<file path="src/rtl/uart_tx_feeder_pkg.sv">
// uart_tx_feeder_pkg
// Shared definitions for the UART transmit path: default byte width and the
// feeder sequencer state encoding.
package uart_tx_feeder_pkg;

    // Byte width shared by the transmitter, receiver and this feeder.
    localparam int UART_DATA_W = 8;

    typedef enum logic [1:0] {
        ST_IDLE      = 2'd0,
        ST_LAUNCH    = 2'd1,
        ST_WAIT_DONE = 2'd2
    } tx_state_e;

endpackage

</file>
<file path="src/rtl/uart_tx_feeder_sync_fifo.sv">
// uart_tx_feeder_sync_fifo
// Single-clock byte FIFO in front of the transmit sequencer.
//
// Ports:
//   clk, rst_n        clock, async active-low reset
//   wr_en, wr_data    enqueue request; taken when not full, or when full and
//                     a pop happens in the same cycle
//   pop               dequeue the head entry (ignored when empty)
//   rd_data           head entry, combinational
//   full, empty       occupancy flags
//   count             entries held, 0..DEPTH
//   overflow          (UART_TX_FEEDER_OVF_EN only) sticky dropped-write flag
//
// Config macro: UART_TX_FEEDER_OVF_EN adds the overflow flag.
module uart_tx_feeder_sync_fifo #(
    parameter int DATA_W = 8,
    parameter int DEPTH  = 16,
    parameter int ADDR_W = 4
) (
    input  logic              clk,
    input  logic              rst_n,
    input  logic              wr_en,
    input  logic [DATA_W-1:0] wr_data,
    input  logic              pop,
    output logic [DATA_W-1:0] rd_data,
    output logic              full,
    output logic              empty,
    output logic [ADDR_W:0]   count
`ifdef UART_TX_FEEDER_OVF_EN
    ,
    output logic              overflow
`endif
);

    localparam logic [ADDR_W:0] DEPTH_CNT = (ADDR_W+1)'(DEPTH);

    logic [DATA_W-1:0] mem [DEPTH];
    // Pointers carry one extra bit so that wr - rd yields 0..DEPTH directly.
    logic [ADDR_W:0]   wr_cnt_q, wr_cnt_d;
    logic [ADDR_W:0]   rd_cnt_q, rd_cnt_d;
    logic              rd_acc, wr_acc;

    assign count   = wr_cnt_q - rd_cnt_q;
    assign full    = (count == DEPTH_CNT);
    assign empty   = (count == '0);
    assign rd_data = mem[rd_cnt_q[ADDR_W-1:0]];

    // A pop frees a slot in the same cycle, so a write at full still lands.
    assign rd_acc   = pop && !empty;
    assign wr_acc   = wr_en && (!full || rd_acc);
    assign wr_cnt_d = wr_acc ? wr_cnt_q + 1'b1 : wr_cnt_q;
    assign rd_cnt_d = rd_acc ? rd_cnt_q + 1'b1 : rd_cnt_q;

    always_ff @(posedge clk or negedge rst_n) begin
        if (!rst_n) begin
            wr_cnt_q <= '0;
            rd_cnt_q <= '0;
        end else begin
            wr_cnt_q <= wr_cnt_d;
            rd_cnt_q <= rd_cnt_d;
        end
    end

    // Storage needs no reset; occupancy is tracked by the pointers alone.
    always_ff @(posedge clk) begin
        if (wr_acc) mem[wr_cnt_q[ADDR_W-1:0]] <= wr_data;
    end

`ifdef UART_TX_FEEDER_OVF_EN
    logic ovf_q, ovf_d;

    assign ovf_d    = ovf_q | (wr_en && !wr_acc);
    assign overflow = ovf_q;

    always_ff @(posedge clk or negedge rst_n) begin
        if (!rst_n) ovf_q <= 1'b0;
        else        ovf_q <= ovf_d;
    end
`endif

endmodule

</file>
<file path="src/rtl/uart_tx_feeder.sv">
// uart_tx_feeder
// Buffers host bytes and launches them one at a time into the UART
// transmitter, waiting for the transmitter's completion edge between bytes.
//
// Ports:
//   clk, rst_n        clock, async active-low reset
//   wr_en, wr_data    host byte write
//   full, empty,count FIFO status
//   busy              sequencer is launching or waiting for completion
//   tx_start          launch strobe, high START_LEN cycles per byte
//   tx_data           byte being sent; held until the next launch
//   tx_done           transmitter completion; only its rising edge matters
//   overflow          (UART_TX_FEEDER_OVF_EN only) sticky dropped-write flag
//
// Config macro: UART_TX_FEEDER_OVF_EN adds the overflow port.
module uart_tx_feeder
    import uart_tx_feeder_pkg::*;
#(
    parameter int DATA_W    = UART_DATA_W,
    parameter int DEPTH     = 16,
    parameter int ADDR_W    = 4,
    parameter int START_LEN = 2
) (
    input  logic              clk,
    input  logic              rst_n,
    input  logic              wr_en,
    input  logic [DATA_W-1:0] wr_data,
    output logic              full,
    output logic              empty,
    output logic [ADDR_W:0]   count,
    output logic              busy,
    output logic              tx_start,
    output logic [DATA_W-1:0] tx_data,
    input  logic              tx_done
`ifdef UART_TX_FEEDER_OVF_EN
    ,
    output logic              overflow
`endif
);

    localparam int            CNT_W    = (START_LEN > 1) ? $clog2(START_LEN) : 1;
    localparam logic [CNT_W-1:0] CNT_LAST = CNT_W'(START_LEN - 1);

    tx_state_e         state_q, state_d;
    logic [CNT_W-1:0]  cnt_q, cnt_d;
    logic [DATA_W-1:0] tx_data_q, tx_data_d;
    logic              tx_done_q;
    logic              done_rise;
    logic              pop;
    logic [DATA_W-1:0] head;

    uart_tx_feeder_sync_fifo #(
        .DATA_W (DATA_W),
        .DEPTH  (DEPTH),
        .ADDR_W (ADDR_W)
    ) u_fifo (
        .clk     (clk),
        .rst_n   (rst_n),
        .wr_en   (wr_en),
        .wr_data (wr_data),
        .pop     (pop),
        .rd_data (head),
        .full    (full),
        .empty   (empty),
        .count   (count)
`ifdef UART_TX_FEEDER_OVF_EN
        ,
        .overflow(overflow)
`endif
    );

    // Edge register tracks tx_done in every state, so a level already high
    // during LAUNCH does not count as completion in WAIT_DONE.
    assign done_rise = tx_done & ~tx_done_q;

    always_comb begin
        state_d   = state_q;
        cnt_d     = cnt_q;
        tx_data_d = tx_data_q;
        pop       = 1'b0;
        tx_start  = 1'b0;
        case (state_q)
            ST_IDLE: begin
                if (!empty) begin
                    pop       = 1'b1;
                    tx_data_d = head;
                    cnt_d     = '0;
                    state_d   = ST_LAUNCH;
                end
            end
            ST_LAUNCH: begin
                tx_start = 1'b1;
                if (cnt_q == CNT_LAST) state_d = ST_WAIT_DONE;
                else                   cnt_d   = cnt_q + 1'b1;
            end
            ST_WAIT_DONE: begin
                if (done_rise) state_d = ST_IDLE;
            end
            default: state_d = ST_IDLE;
        endcase
    end

    always_ff @(posedge clk or negedge rst_n) begin
        if (!rst_n) begin
            state_q   <= ST_IDLE;
            cnt_q     <= '0;
            tx_data_q <= '0;
            tx_done_q <= 1'b0;
        end else begin
            state_q   <= state_d;
            cnt_q     <= cnt_d;
            tx_data_q <= tx_data_d;
            tx_done_q <= tx_done;
        end
    end

    assign busy    = (state_q != ST_IDLE);
    assign tx_data = tx_data_q;

endmodule
</file>
<file path="config.mk">
export PLATFORM = sky130hd
export DESIGN_NAME = uart_tx_feeder
export DESIGN_NICKNAME = d
export VERILOG_FILES = /design/src/rtl/uart_tx_feeder_pkg.sv /design/src/rtl/uart_tx_feeder_sync_fifo.sv /design/src/rtl/uart_tx_feeder.sv
export SDC_FILE = /design/constraint.sdc
export NUM_CORES = 1
export LEC_CHECK = 0
export BUFFER_PORTS_ARGS = -buffer_cell sky130_fd_sc_hd__buf_4
export CAP_MARGIN = 30
export CORE_MARGIN = 10
export CORE_UTILIZATION = 54
export DETAILED_ROUTE_END_ITERATION = 8
export GPL_ROUTABILITY_DRIVEN = 1
export PLACE_DENSITY = 0.72
export SETUP_SLACK_MARGIN = 0.4
export SLEW_MARGIN = 20
export SYNTH_ARGS = -nofsm -noshare
export SYNTH_HDL_FRONTEND = slang
export SYNTH_SLANG_ARGS = --single-unit
</file>
<file path="constraint.sdc">
create_clock -name clk -period 3.7 [get_ports clk]
set_input_delay 0.185 -clock clk [delete_from_list [all_inputs] [get_ports clk]]
set_output_delay 0.185 -clock clk [all_outputs]
set_load 0.02 [all_outputs]
</file>
==> results.sh <==
export IMPL_fin_skew_ns=0.008968
export IMPL_globalplace_congestion=0.8188
export IMPL_core_area_um2=11370
export IMPL_cap_violations=0
export IMPL_via_per_inst=5.804
export IMPL_insertion_delay_ns=0.41
export IMPL_tritoncts="yes"
export IMPL_setup_slack_ns=0.5999
export IMPL_rsz0062_at_grt="false"
export IMPL_rows=39
export IMPL_cts_htree_levels=4
export IMPL_finalCoreUtilization_pct=62.90
export IMPL_synthTopCellsByArea="edfxtp_1, mux4_2, dfrtp_1"
export IMPL_power_clock_fraction_pct=24.1
export IMPL_highest_layer="met4"
export IMPL_cts_root_buf="clkbuf_16"
export IMPL_min_path_type="input pin to flip-flop"
export IMPL_start_util_pct=55.00
export IMPL_p_int_uw=4150
export IMPL_die_x_um=127.6
export IMPL_drv_slew=0
export IMPL_swShare_pct=34.81
export IMPL_grt_pass1_vias=3360
export IMPL_drc=0
export IMPL_layout_nets=397
export IMPL_clk_path_buf_depth=2
export IMPL_p_seq_share_pct=36.2
export IMPL_wirelength_mm=12.31
export IMPL_leakage_uw=0.002578
export IMPL_synth_main_ff_cell="edfxtp_1"
export IMPL_cp_data_required_time_ns=3.76
export IMPL_fp_dieH_um=127.6
export IMPL_synth_cell_area_um2=6253
export IMPL_max_freq_ghz=0.3226
export IMPL_final_cell_mix="edfxtp_1, nand2_1, buf_4, mux4_2, dfrtp_1"
export IMPL_cts_buffers=17
export IMPL_peakVddDrop_uv=622.1
export IMPL_syn2layout_area_growth_pct=14.37
export IMPL_power_density_nw_per_um2=890.2
export IMPL_dieArea_um2=16280
export IMPL_synthArstFlopShare_pct=14.67
export IMPL_pre_cts_ws_ns=0.5811
export IMPL_port_buffers=28
export IMPL_hold_violations=0
export IMPL_cts_sinks=150
export IMPL_cp_end_kind="flip-flop"
export IMPL_critPathLaunchType="flip-flop"
export IMPL_syn_nets=357
export IMPL_setup_tns_ns=0
export IMPL_final_common_cell="edfxtp_1"
export IMPL_design_area_um2=7152
export IMPL_detail_route_iter0_violations=214
export IMPL_p_sw_uw=2216
export IMPL_drive_gt1_share_pct=31.19
export IMPL_dpl_cell_area_um2=6598
export IMPL_syn_inst=335
export IMPL_place_hpwl_mm=7.806
export IMPL_status="completed"
export IMPL_grt_pass1_wl_mm=19.02
export IMPL_antenna_found_initial=0
export IMPL_synth_edf_count=128
export IMPL_wl_per_cell_um=23.18
export IMPL_finalCriticalPeriod_ns=3.100
export IMPL_yosysWarnings=0
export IMPL_power_frac_comb_pct=39.8
export IMPL_seq_area_frac_synth_pct=70.27
export IMPL_wl_met3_um=847
export IMPL_setup_viol=0
export IMPL_track_usage_pct=15.92
export IMPL_num_antenna_cells=0
export IMPL_syn_area_per_cell_um2=18.67
export IMPL_grt_max_degree=36
export IMPL_critPathKind="flip-flop to flip-flop"
export IMPL_worstPathMaxFanout=17
export IMPL_met1Wirelength_mm=5.154
export IMPL_cp_data_arrival_time_ns=3.16
export IMPL_synth_top_area_share_pct=61.46
export IMPL_wl_met2_mm=6.196
export IMPL_synth_ff_latch_count=150
export IMPL_relSlewSlack_pct=55.86
export IMPL_io_pins=29
export IMPL_antenna_left=0
export IMPL_worstMarginPinSlew_ns=0.6621
export IMPL_synth_top_area_cell="edfxtp_1"
export IMPL_clk_pin_slew_ns=0.06
export IMPL_num_vias=3082
export IMPL_fin_crit_sh_pct=83.79
export IMPL_drt_first_pass_iters=4
export IMPL_ys_types=42
export IMPL_gr_total_overflow=0
==> critical path, cell delays in order (launching register included) <==
cell and delay [ns]:
dfrtp_1 0.41, inv_1 0.15, ha_1 0.18, inv_1 0.05
fa_1 0.40, xor2_1 0.33, nor4b_2 0.11, mux2i_4 0.33
o31a_4 0.30, and4_1 0.48
==> cell usage after synthesis, types with 2 or more instances <==
master,n
edfxtp_1,128
nand2_1,34
mux4_2,32
dfrtp_1,22
and3_1,18
ha_1,9
a31oi_1,8
inv_1,8
mux2_4,8
xnor2_1,7
and4b_1,4
buf_2,4
clkbuf_1,4
nor2_1,4
xor2_1,4
buf_6,3
nor2b_1,3
o211ai_1,3
o21ai_0,3
and4_1,2
buf_1,2
clkinv_1,2
mux2_2,2
nor4bb_1,2
o311a_2,2
==> layer usage <==
metal / up-vias / GRT usage, %
li1: 1405 / -
met1: 1580 / 20.05
met2: 91 / 25.39
met3: 6 / 4.632
met4: 0 / 6.556
met5: - / 0
==> state kept, by name, indices dropped and copies added, names as in the netlist <==
| name | count |
|---|---|
| cnt_q | 1 |
| state_q | 2 |
| tx_data | 8 |
| tx_done_q | 1 |
| u_fifo.mem | 128 |
| u_fifo.rd_cnt_q | 5 |
| u_fifo.wr_cnt_q | 5 |
==> metrics by stage <==
| step | hold WS (ns) | instances | power [uW] |
|---|---|---|---|
| floorplan | -0.1106 | 335 | 4184 |
| global placement | 0.09866 | 497 | 4838 |
| detailed placement | 0.1063 | 497 | 4890 |
| CTS | 0.09369 | 531 | 6427 |
| global route | 0.1093 | 531 | 6712 |
| finish | 0.1034 | 531 | 6366 |
==> what timing repair did <==
| action | 4_1_cts | 5_1_grt |
|---|---|---|
| endpoints found under the setup margin | 0 | 16 |
| hold buffers | 2 | 0 |
| resized for setup | 0 | 2 |
| hold endpoints to repair | 23 | 0 |
| setup buffers | 0 | 0 |
==> power by group through the flow <==
stage	clock network [uW]	logic, uW	registers [uW]
after floorplan	0	1890	2290
after global placement	0	2510	2330
after detailed placement	0	2560	2330
after CTS	1560	2570	2300
after global routing	1630	2750	2330
final	1530	2530	2300
==> layout make-up <==
type	count	area, um^2
inverter	11	43.79
sequential	150	4395
multi-input combinational	159	1727
clock inverter	9	53.80
fill	800	4218
clock buffer	23	478.0
tap	143	178.9
timing repair buffer	36	275.3
==> cell families after synthesis <==
kind of cell	synth area share (%)
simple gates	6.363
flops	70.27
mux	14.17
xor+xnor	1.801
buf+inv	2.361
fa+ha+maj	2.121
compound gates	2.921
==> final timing paths <==
kind | slack [ns] | end | start | depth (start not counted)
max reg2reg | 0.60 | u_fifo.mem[12][1] | u_fifo.wr_cnt_q[0] | 9
max | 0.60 | u_fifo.mem[12][1] | u_fifo.wr_cnt_q[0] | 9
min reg2reg | 0.49 | u_fifo.rd_cnt_q[4] | u_fifo.rd_cnt_q[4] | 1
min | 0.10 | u_fifo.mem[6][2] | wr_data[2] | 1
max in group asynchronous | 3.23 | u_fifo.rd_cnt_q[0] | rst_n | 2
min in group asynchronous | 0.21 | u_fifo.wr_cnt_q[1] | rst_n | 2
(Power assumes the default switching activity.)
